`src/rtl/lcd_cmd_arbiter.sv`:
```
// Round-robin arbiter that lets several command sources share one character-LCD driver.
// Optional build macro LCD_ARB_TIMEOUT_EN adds WAIT_BUSY/WAIT_DONE timeouts that abort with err.
module lcd_cmd_arbiter #(
    parameter int NREQ    = 2,
    parameter int CMD_W   = 10,
    parameter int ACK_TO  = 16,
    parameter int DONE_TO = 2048
) (
    input  logic                  clk,
    input  logic                  rst_n,
    input  logic [NREQ-1:0]       req,
    input  logic [NREQ*CMD_W-1:0] cmd,
    output logic [NREQ-1:0]       ack,
    output logic [NREQ-1:0]       done,
    input  logic                  lcd_busy,
    output logic                  lcd_enable,
    output logic [CMD_W-1:0]      lcd_bus,
    output logic                  arb_busy,
    output logic                  err
);

    localparam int PTR_W = (NREQ > 1) ? $clog2(NREQ) : 1;

    localparam logic [1:0] ST_IDLE      = 2'd0;
    localparam logic [1:0] ST_ISSUE     = 2'd1;
    localparam logic [1:0] ST_WAIT_BUSY = 2'd2;
    localparam logic [1:0] ST_WAIT_DONE = 2'd3;

    if (NREQ < 1 || NREQ > 8 || CMD_W < 1 || ACK_TO < 2 || DONE_TO < 2) begin : g_param_check
        $error("lcd_cmd_arbiter: parameter out of range");
    end

    function automatic logic [NREQ-1:0] onehot_f(input logic [PTR_W-1:0] idx);
        logic [NREQ-1:0] v;
        v = '0;
        for (int i = 0; i < NREQ; i++) begin
            if (idx == PTR_W'(i)) begin
                v[i] = 1'b1;
            end else begin
                v[i] = v[i];
            end
        end
        return v;
    endfunction

    logic [1:0]       state_r;
    logic [PTR_W-1:0] rr_ptr_r;
    logic [PTR_W-1:0] win_r;
    logic [NREQ-1:0]  ack_r;
    logic [NREQ-1:0]  done_r;
    logic             lcd_enable_r;
    logic [CMD_W-1:0] lcd_bus_r;
    logic             arb_busy_r;

    logic [NREQ-1:0]  req_rot_s;
    logic             found_s;
    logic [PTR_W-1:0] win_s;
    logic [PTR_W-1:0] next_ptr_s;
    logic [CMD_W-1:0] sel_cmd_s;
    int               win_int_s;
    int               nxt_int_s;

`ifdef LCD_ARB_TIMEOUT_EN
    localparam int MAX_TO = (ACK_TO > DONE_TO) ? ACK_TO : DONE_TO;
    localparam int TMR_W  = (MAX_TO > 2) ? $clog2(MAX_TO) : 1;
    logic [TMR_W-1:0] timer_r;
    logic             err_r;
`endif

    // Round-robin pick: first requester at or after rr_ptr, plus its command and the following pointer.
    always_comb begin
        req_rot_s  = NREQ'({req, req} >> rr_ptr_r);
        found_s    = 1'b0;
        win_s      = '0;
        win_int_s  = 0;
        nxt_int_s  = 0;
        sel_cmd_s  = '0;
        next_ptr_s = '0;
        for (int i = 0; i < NREQ; i++) begin
            if (!found_s && req_rot_s[i]) begin
                found_s   = 1'b1;
                win_int_s = int'(rr_ptr_r) + i;
                if (win_int_s >= NREQ) begin
                    win_int_s = win_int_s - NREQ;
                end else begin
                    win_int_s = win_int_s;
                end
                win_s = PTR_W'(win_int_s);
            end else begin
                found_s = found_s;
            end
        end
        for (int i = 0; i < NREQ; i++) begin
            if (win_s == PTR_W'(i)) begin
                sel_cmd_s = cmd[i*CMD_W +: CMD_W];
            end else begin
                sel_cmd_s = sel_cmd_s;
            end
        end
        nxt_int_s = int'(win_s) + 1;
        if (nxt_int_s >= NREQ) begin
            next_ptr_s = '0;
        end else begin
            next_ptr_s = PTR_W'(nxt_int_s);
        end
    end

    // Arbitration FSM with registered strobes, grant bookkeeping and the optional timeout.
    always_ff @(posedge clk or negedge rst_n) begin
        if (!rst_n) begin
            state_r      <= ST_IDLE;
            rr_ptr_r     <= '0;
            win_r        <= '0;
            ack_r        <= '0;
            done_r       <= '0;
            lcd_enable_r <= 1'b0;
            lcd_bus_r    <= '0;
            arb_busy_r   <= 1'b0;
`ifdef LCD_ARB_TIMEOUT_EN
            timer_r      <= '0;
            err_r        <= 1'b0;
`endif
        end else begin
            ack_r        <= '0;
            done_r       <= '0;
            lcd_enable_r <= 1'b0;
`ifdef LCD_ARB_TIMEOUT_EN
            err_r        <= 1'b0;
`endif
            case (state_r)
                ST_IDLE: begin
                    // The driver reports busy during its own init, so nothing is granted until it is idle.
                    if (!lcd_busy && found_s) begin
                        state_r      <= ST_ISSUE;
                        win_r        <= win_s;
                        rr_ptr_r     <= next_ptr_s;
                        lcd_bus_r    <= sel_cmd_s;
                        lcd_enable_r <= 1'b1;
                        ack_r        <= onehot_f(win_s);
                        arb_busy_r   <= 1'b1;
                    end else begin
                        arb_busy_r   <= 1'b0;
                    end
                end
                ST_ISSUE: begin
                    state_r <= ST_WAIT_BUSY;
`ifdef LCD_ARB_TIMEOUT_EN
                    timer_r <= '0;
`endif
                end
                ST_WAIT_BUSY: begin
                    if (lcd_busy) begin
                        state_r <= ST_WAIT_DONE;
`ifdef LCD_ARB_TIMEOUT_EN
                        timer_r <= '0;
                    end else if (timer_r == TMR_W'(ACK_TO - 1)) begin
                        state_r    <= ST_IDLE;
                        done_r     <= onehot_f(win_r);
                        err_r      <= 1'b1;
                        arb_busy_r <= 1'b0;
                    end else begin
                        timer_r <= timer_r + TMR_W'(1);
`else
                    end else begin
                        state_r <= ST_WAIT_BUSY;
`endif
                    end
                end
                ST_WAIT_DONE: begin
                    if (!lcd_busy) begin
                        state_r    <= ST_IDLE;
                        done_r     <= onehot_f(win_r);
                        arb_busy_r <= 1'b0;
`ifdef LCD_ARB_TIMEOUT_EN
                    end else if (timer_r == TMR_W'(DONE_TO - 1)) begin
                        state_r    <= ST_IDLE;
                        done_r     <= onehot_f(win_r);
                        err_r      <= 1'b1;
                        arb_busy_r <= 1'b0;
                    end else begin
                        timer_r <= timer_r + TMR_W'(1);
`else
                    end else begin
                        state_r <= ST_WAIT_DONE;
`endif
                    end
                end
                default: begin
                    state_r    <= ST_IDLE;
                    arb_busy_r <= 1'b0;
                end
            endcase
        end
    end

    assign ack        = ack_r;
    assign done       = done_r;
    assign lcd_enable = lcd_enable_r;
    assign lcd_bus    = lcd_bus_r;
    assign arb_busy   = arb_busy_r;
`ifdef LCD_ARB_TIMEOUT_EN
    assign err        = err_r;
`else
    assign err        = 1'b0;
`endif

endmodule
```
`config.mk`:
```
export PLATFORM = sky130hd
export DESIGN_NAME = lcd_cmd_arbiter
export DESIGN_NICKNAME = d
export VERILOG_FILES = /design/src/rtl/lcd_cmd_arbiter.sv
export SDC_FILE = /design/constraint.sdc
export NUM_CORES = 1
export LEC_CHECK = 0
export CORE_MARGIN = 8
export CORE_UTILIZATION = 41
export CTS_BUF_LIST = sky130_fd_sc_hd__clkbuf_4 sky130_fd_sc_hd__clkbuf_8
export DETAILED_ROUTE_END_ITERATION = 12
export GPL_ROUTABILITY_DRIVEN = 1
export MAX_ROUTING_LAYER = met4
export PLACE_DENSITY = 0.82
export SETUP_SLACK_MARGIN = 0.5
export SYNTH_ARGS = -nofsm -noshare
export SYNTH_HDL_FRONTEND = slang
export SYNTH_SLANG_ARGS = --single-unit
```
`constraint.sdc`:
```
create_clock -name clk -period 2.2 [get_ports clk]
set_input_delay 0.22 -clock clk [delete_from_list [all_inputs] [get_ports clk]]
set_output_delay 0.22 -clock clk [all_outputs]
set_load 0.01 [all_outputs]
```
==> results.txt <==
----------------------------------------------------
[Outcome]
  Run status ... complete, no violations

[Yosys]
  Number of different library cells in the post-synthesis netlist ... 19
  Post-synthesis cell type with the largest combined area ... sky130_fd_sc_hd__dfrtp_1
  Net count after synthesis ... just over 100
  Gate count after technology mapping ... 76
  Synthesized area divided by synthesized cell count ... 11.1 µm²
  Number of warnings issued by yosys ... 0
  Ranking of synthesized cells by area ... sky130_fd_sc_hd__dfrtp_1 (59%), sky130_fd_sc_hd__a221o_1 (12%), sky130_fd_sc_hd__nor3_1 (5.9%)
  Mapped cell area ... 845 µm²
  Top-area cell type share of the netlist area ... 59.3%
  Post-synthesis sequential area ratio ... 59.3%
  Seq cells post-synth ... 20

[Timing]
  Final setup skew ... 0.00167 ns
  Total negative slack ... 0 ns
  Unrepaired setup endpoints after global routing ... false
  # setup viols final ... 0
  Fin crit period ... 1.60 ns
  Final WS setup ... 0.604 ns
  Transition time at the pin with the least slew margin ... between 0.8 and 0.9 ns
  Peak clock frequency supported by timing ... ~0.63 GHz
  Tightest slew margin relative to the limit ... 42.3%
  Number of hold violations in the final report ... 0
  Max-slew violation total from the final report ... 0
  Share of the clock period used by the worst path after layout ... between 70% and 80%

[Floorplan]
  Die Area ... ~3800 µm²
  Floorplan die width ... between 60 and 70 µm
  Core region area ... ~2000 µm²
  Number of placement rows ... 16
  Initial core utilization ... 43.0%
  Io pins ... 42
  Chip Height ... 61.4 µm

[Finish]
  Post-layout instance count excluding filler cells ... ~150
  Commonest non-fill, non-tap cells in the layout ... sky130_fd_sc_hd__clkdlybuf4s50_1 (40), sky130_fd_sc_hd__dfrtp_1 (20), sky130_fd_sc_hd__nand2_1 (12)
  Number of diodes added for antenna fixing ... 0
  Fill count ... ~170
  Layout cells sized above 1 ... 10.2%
  Post-layout net count ... 144
  Area growth from synthesis to layout ... 55.6%
  Most common library cell in the layout ignoring fill and taps ... sky130_fd_sc_hd__clkdlybuf4s50_1

[Drt]
  Final routed wirelength across all metal layers ... approximately 2.6 mm
  Number of nets still failing antenna checks after routing ... 0
  Remaining design rule violation count ... 0
  Vias after detailed routing ... 758
  Routed vias/inst ... 5.23
  Starting DRC count in detailed routing ... 20
  DRT Pass-1 Iters ... 4
  Routed wirelength normalized by instance count ... about 18 µm

[Clocking]
  Clock Latency Late Sink ... a little under 0.3 ns
  Clock Tree Root ... sky130_fd_sc_hd__clkbuf_4
  Post-CTS Setup Repair Bufs ... 0
  TritonCTS clock tree ... built
  Clock slew seen by the registers of the worst setup and hold paths ... between 0.1 and 0.15 ns
  Number of sinks handled by clock tree synthesis ... 20
  CTS Buffer Depth ... 2
  Number of hold buffers added after CTS ... 0
  Max H-tree Level ... 1
  Inserted Clock Buffers ... 3

[Power and ir drop]
  Cell area power density ... 1050 nW/µm²
  Highest ir drop seen on vdd ... 0.631 mV
  Standby leakage power ... about 0.59 nW
  Post-route total power ... 1.37 mW

[Worst setup path]
  Arrival time of the worst setup path ... 1.83 ns
  Worst EP required ... 2.43 ns
  Worst R2R End ... lcd_bus[4]
  Critical Setup Path Class ... flip-flop to flip-flop
  Highest fanout seen on the critical path ... 12
  Setup slack, reg-to-reg ... between 0.6 and 0.7 ns
  Startpoint of the worst-slack reg-to-reg timing path ... state_r[0]
  Nature of the critical path endpoint ... flip-flop
  Number of cell instances on the worst register-to-register path ... 5
  Type of element launching the critical path ... flip-flop

[Global routing]
  Total gr overflow ... 0
  Wire length of the first global-routing pass ... 3.93 mm
  GRT Total Usage ... 14.8%
  Busiest grt layer ... met2
  Pin count of the biggest net entering global routing ... 21
  Met2 Usage GRT ... about 24%
  Initial antenna violation count ... 0
  Via count of the first global-routing pass ... 807
  Met1 GRT Util ... ~16%
  Fraction of met3 tracks used by global routing ... 4.80%

[Placement]
  Count of input and output buffers ... 40
  Cell count after placement ... 141
  Pre-CTS setup slack ... roughly 0.25 ns
  Placer Congestion ... 0.761
  Post-detail-place hpwl ... 1.94 mm

[Worst hold path]
  Hold WC Path Type ... input pin to asynchronous set/reset pin

[Job]
  Max-cap viol count ... 0

----------------------------------------------------
==> timing repair <==
item                                    4_1_cts  5_1_grt
endpoints found under the setup margin        1       10
hold endpoints to repair                      0        0
resized for setup                             1        1
==> worst max path at each step <==
stage               start         end  slack (ns)
3_5_place_dp     lcd_busy  lcd_bus[4]        0.25
2_1_floorplan  state_r[0]  lcd_bus[0]        0.56
4_1_cts        state_r[0]  lcd_bus[4]        0.52
3_3_place_gp     lcd_busy  lcd_bus[5]        0.29
6_report       state_r[0]  lcd_bus[4]        0.60
5_1_grt        state_r[0]  lcd_bus[4]        0.55
==> routing by layer <==
metal	vias up	part of all wire, %
met1	368	41
met3	6	9.5
met5	-	0
met4	0	1.6
met2	35	48
li1	349	-
==> critical path, stage by stage (launching register included) <==
cell	delay, ns
sky130_fd_sc_hd__dfrtp_1	0.41
sky130_fd_sc_hd__or3_4	0.39
sky130_fd_sc_hd__buf_4	0.19
sky130_fd_sc_hd__a211oi_2	0.19
sky130_fd_sc_hd__buf_4	0.18
sky130_fd_sc_hd__a221o_1	0.18
==> power by group <==
part | switching [mW] | internal [mW] | total [mW] | leakage (nW)
clock | 0.110 | 0.101 | 0.211 | 0.0210
sequential | 0.0913 | 0.502 | 0.593 | 0.255
combinational | 0.227 | 0.342 | 0.569 | 0.315
total | 0.428 | 0.945 | 1.37 | 0.591
==> flip-flops by register name, indices dropped and copies added (netlist names) <==
name	count
ack	2
lcd_enable	1
lcd_bus	10
rr_ptr_r	1
done	2
win_r	1
state_r	2
arb_busy	1
==> per-stage QoR <==
| step | utilization (%) | hold WS [ns] | instance area, µm² |
|---|---|---|---|
| 6_report | 67.0 | 0.404 | 1310 |
| 3_3_place_gp | 64.7 | 0.447 | 1270 |
| 4_1_cts | 66.7 | 0.439 | 1310 |
| 5_1_grt | 67.0 | 0.464 | 1310 |
| 2_1_floorplan | - | -0.0756 | 845 |
| 3_5_place_dp | 64.7 | 0.460 | 1270 |
==> logic make-up (layout without fill, tap and decap cells) <==
logic type | count (synthesis) | after routing | synth area share, %
flops | 20 | 20 | 59.3
other cells | 1 | 1 | 0.444
buf+inv | 10 | 52 | 6.81
simple gates | 30 | 30 | 17.2
compound gates | 15 | 15 | 16.3
==> cell type report <==
class	instances	area [µm²]	share of cell area (%)
Timing Repair Buffer	45	438	33.3
Sequential cell	20	500	38.1
Multi-Input combinational cell	46	294	22.4
Clock buffer	4	36.3	2.76
Tap cell	27	33.8	2.57
Inverter	3	11.3	0.857
==> synthesized netlist by cell type, drive strengths merged <==
| cell | count |
|---|---|
| buf | 4 |
| nand2 | 12 |
| nand3b | 1 |
| or2 | 1 |
| nor2b | 1 |
| nor2 | 3 |
| a21o | 3 |
| o21a | 1 |
| dfrtp | 20 |
| clkbuf | 3 |
| inv | 3 |
| or3 | 1 |
| a221o | 10 |
| nor3b | 1 |
| conb | 1 |
| a211oi | 1 |
| nor3 | 10 |
No activity file was read; power rests on OpenSTA's default activity.
==> RTL change 1: new RTL, config.mk and constraints unchanged <==
Change the parameter `NREQ` from 2 to 4.
--- a/src/rtl/lcd_cmd_arbiter.sv
+++ b/src/rtl/lcd_cmd_arbiter.sv
@@ -1,7 +1,7 @@
 // Round-robin arbiter that lets several command sources share one character-LCD driver.
 // Optional build macro LCD_ARB_TIMEOUT_EN adds WAIT_BUSY/WAIT_DONE timeouts that abort with err.
 module lcd_cmd_arbiter #(
-    parameter int NREQ    = 2,
+    parameter int NREQ    = 4,
     parameter int CMD_W   = 10,
     parameter int ACK_TO  = 16,
     parameter int DONE_TO = 2048
Interface: changed (resized ack, cmd, done and req); port bits go from 42 to 68. No check against the original RTL was run, so the function may have changed too.
==> RTL change 1 against the unedited design <==
- routed wire length grew 94%
- setup slack lost 0.44 ns
- critical endpoint unchanged
- total power grew 90%
- synthesized area grew 77%
- count of clock-buffer cells in the layout shrank 1
- combinational power grew to 2.8 times the old value
- clock power shrank 2%
- largest cell class is now buffers
- sequential share of layout area shrank 12 points
- sequential cell count grew 6
- design area grew 94%
- fmax shrank 22%
==> RTL change 1: results (changes against the unedited design) <==
sequential cell area fraction in the yosys report 43.5% (-16 points); ys flop type dfrtp_1; maximum net fanout on the critical path 6 (-6); warnings from Yosys 0 (unchanged); max reg flops 10 (unchanged); net count reported at finish 293 (+100%); cell family contributing the most delay on the critical path compound AO/OA/AOI/OAI gates; cell at the slowest stage of the critical path dfrtp_1; GR met3 Demand/Resource 1.65% (-3.2 points); Worst Reg2Reg Path Length in Cells 8 (+3); ranking of synthesized cells by instance count 26 x dfrtp_1, 22 x a21oi_1, 14 x nand2_1, 12 x inv_1, 11 x nand3b_1; antenna violations before repair 0 (unchanged); DR WL met2 2550 µm (+110%); ANT cells 0 (unchanged); number of search-and-repair iterations in the first detailed-routing pass 4 (unchanged); distinct cell type count of the synthesized netlist 37 (+18); total number of vias 1,572 (+110%); first-pass GRT wire length 7920 µm (+100%); number of vias per cell 5.46 (+4.4%); met1 GRT Util 19.5% (+3.2 points); layout filler cell count 257 (+50%); CTS H-tree depth 1 (unchanged); global routing usage on met2 28.4% (+4.0 points); post-placement cell count 276 (+96%); DRT Wirelength 4970 µm (+94%); clock transition at the register clock pins on the worst setup and hold paths after CTS 0.14 ns (+0.03 ns); synthesized area divided by synthesized cell count 9.46 µm² (-15%); hold slack 0.241 ns (-0.163 ns); arrival time at the worst endpoint 2.29 ns (+0.46 ns); fraction of registers with async set or reset after synthesis 100% (unchanged); Leakage 1.08 nW (+83%); violation count after the first detailed-route iteration 131 (+560%); worst setup skew after layout 0.00302 ns (+0.00135 ns); Setup Slack @ Placement -0.162 ns (-0.409 ns); met3 wire len 174 µm (-29%); maximum number of pins on one net before global-route repair 27 (+29%); delay of the slowest critical-path stage 0.43 ns (+0.02 ns); post-detailed-placement cell area 2300 µm² (+81%); routability-driven placement congestion ratio 0.836 (+9.8%); dpl hpwl 3180 µm (+64%); dominant cells by area after synthesis dfrtp_1 44%, a21oi_1 7.4%, a221o_1 6.7%; GRT Total Usage 16.6% (+1.8 points); clk_lat worst skew 0.32 ns (+0.03 ns); result of the run finished, final reports clean; number of nets produced by synthesis 209 (+110%); routed metal-1 wire length 2140 µm (+100%); Port-buffer cells 66 (+65%); Worst Hold Class in -> async; maximum vdd ir drop 0.511 mV (-19%); highest signal layer in the routed design met4; worst-case setup margin in the final layout 0.161 ns (-0.443 ns); Critical Path Source rr_ptr_r[0]; fraction of layout cells with a size suffix above 1 22.5% (+12 points)
==> RTL change 1: area by class of cell <==
class                   instances  area, µm²  share of cell area, %
inverters                      13       51.3                   2.01
flip-flops and latches         26        652                   25.6
repair buffers                 91        915                   35.9
well taps                      48       60.1                   2.36
clock buffers                   3       22.5                  0.885
multi-input cells             107        846                   33.2
==> RTL change 1: kinds of logic after synthesis <==
group / after synthesis / share of synthesized area [%]
buffers and inverters: 25 / 7.78
and+or+nand+nor: 50 / 19.6
muxes: 2 / 1.67
AOI/OAI and AO/OA: 50 / 23.9
DFF: 26 / 43.5
other: 1 / 0.251
adders and majority gates: 4 / 3.35
==> RTL change 1: what timing repair did <==
action                     in CTS  in global routing
resized for setup              24                  5
pin swaps                      10                  7
gates cloned                    1                  0
setup buffers                   5                  3
setup endpoints to repair      14                 14
==> RTL change 1: where the power goes <==
group          switching [W]  total (W)  internal (W)
combinational       0.000715    0.00162      0.000902
clock               0.000142   0.000206     0.0000642
sequential          0.000132   0.000783      0.000651
total               0.000989    0.00261       0.00162
==> RTL change 2: new RTL, same flow settings <==
Without the edit above. Make the reset (`rst_n`) synchronous in one clocked block.
--- a/src/rtl/lcd_cmd_arbiter.sv
+++ b/src/rtl/lcd_cmd_arbiter.sv
@@ -106,7 +106,7 @@
     end
 
     // Arbitration FSM with registered strobes, grant bookkeeping and the optional timeout.
-    always_ff @(posedge clk or negedge rst_n) begin
+    always_ff @(posedge clk) begin
         if (!rst_n) begin
             state_r      <= ST_IDLE;
             rr_ptr_r     <= '0;
Formal check against the unedited RTL: differs if rst_n is asserted again (counterexample within 4 cycles, from zero or initial values and one cycle with rst_n low); with rst_n held inactive, the same outputs for 10 cycles.
==> RTL change 2 against the unedited design <==
- synthesized area down 5.5%
- sequential cell count did not move
- setup slack improved by 0.18 ns
- design area shrank 5.2%
- final cell count increased by 4.1%
- routed wire length decreased by 12%
- worst hold slack improved by 0.026 ns
Power is not compared: it rests on default switching activity, and its combinational part moved more than twofold at a synthesized area within 25%.
==> RTL change 2: results (changes against the unedited design) <==
number of nets produced by synthesis 108 (+6.9%); critical register-to-register path startpoint state_r[0]; number of vias per cell 5.14 (-1.7%); distinct cell type count of the synthesized netlist 23 (+4); first-pass GRT wire length 3380 µm (-14%); Setup Slack @ Placement 0.457 ns (+0.209 ns); via count of the first global-routing pass 756 (-6.3%); fraction of layout cells with a size suffix above 1 11.3% (+1.1 points); fraction of registers with async set or reset after synthesis 0% (-100 points); max reg flops 10 (unchanged); arrival time at the worst endpoint 1.62 ns (-0.21 ns); worst setup skew after layout 0.00160 ns (-0.0000677 ns); cell at the slowest stage of the critical path dfxtp_1; violation count after the first detailed-route iteration 24 (+20%); result of the run finished, final reports clean; ranking of synthesized cells by instance count 20 x dfxtp_1, 13 x nand2_1, 7 x o21ai_0, 7 x o21ai_1, 6 x o221a_1; routability-driven placement congestion ratio 0.803 (+5.5%); Leakage 0.475 nW; Worst Reg2Reg Path Length in Cells 3 (-2); worst flop-to-flop path endpoint lcd_bus[6]; maximum number of pins on one net before global-route repair 15 (-29%); Worst setup EP type flip-flop; layout filler cell count 161 (-5.8%); routed length per instance 14.9 µm (-16%); category of the worst setup path launch point flip-flop; ys flop type dfxtp_1; Worst Hold Class reg -> reg; worst-case setup margin in the final layout 0.781 ns (+0.177 ns); net count reported at finish 150 (+4.2%)
-- RTL change 2: routing by layer --
metal	vias up	global-route usage, %	routed length [µm]
li1	380	-	-
met1	355	13.2	997
met2	37	19.7	1010
met3	4	4.09	200
met4	0	7.48	43
met5	-	-	0
-- RTL change 2: how the worst min path moves through the flow --
stage | startpoint | to | slack (ns) | depth (start not counted)
6_report | win_r | done[0] | 0.43 | 1
5_1_grt | win_r | done[0] | 0.45 | 1
4_1_cts | win_r | done[0] | 0.43 | 1
3_5_place_dp | win_r | done[0] | 0.42 | 1
3_3_place_gp | win_r | done[0] | 0.42 | 1
2_1_floorplan | req[1] | ack[0] | 0.31 | 1
-- RTL change 2: logic make-up after synthesis --
family          share of synthesized area [%]
compound gates                           26.6
simple gates                             16.9
flops                                    50.2
buf+inv                                  5.80
other cells                             0.470
-- RTL change 2: layout make-up --
| cell class | count | share of cell area, % |
|---|---|---|
| clock buffers | 4 | 2.91 |
| inverters | 2 | 0.603 |
| multi-input cells | 56 | 28.2 |
| flip-flops and latches | 20 | 32.2 |
| well taps | 27 | 2.71 |
| repair buffers | 42 | 33.4 |
-- RTL change 2: stage by stage --
| step | cells | hold WS [ns] | area [µm²] |
|---|---|---|---|
| global placement | 147 | 0.419 | 1210 |
| CTS | 151 | 0.432 | 1240 |
| global route | 151 | 0.448 | 1240 |
| floorplan | 83 | 0.313 | 798 |
| detailed placement | 147 | 0.418 | 1210 |
| finish | 151 | 0.430 | 1240 |
-- RTL change 2: power by group through the flow --
stage,clock (W),combinational [W],sequential (W)
after floorplan,0,0.0000771,0.000432
after global placement,0,0.000196,0.000419
after detailed placement,0,0.000201,0.000420
after CTS,0.000211,0.000202,0.000412
after global routing,0.000225,0.000216,0.000415
final,0.000210,0.000199,0.000412
-- RTL change 2: critical path: cells and delay by family (launching register included) --
| family | cells | cell delay [ns] |
|---|---|---|
| compound gates | 1 | 0.35 |
| flops | 1 | 0.36 |
| simple gates | 2 | 0.61 |
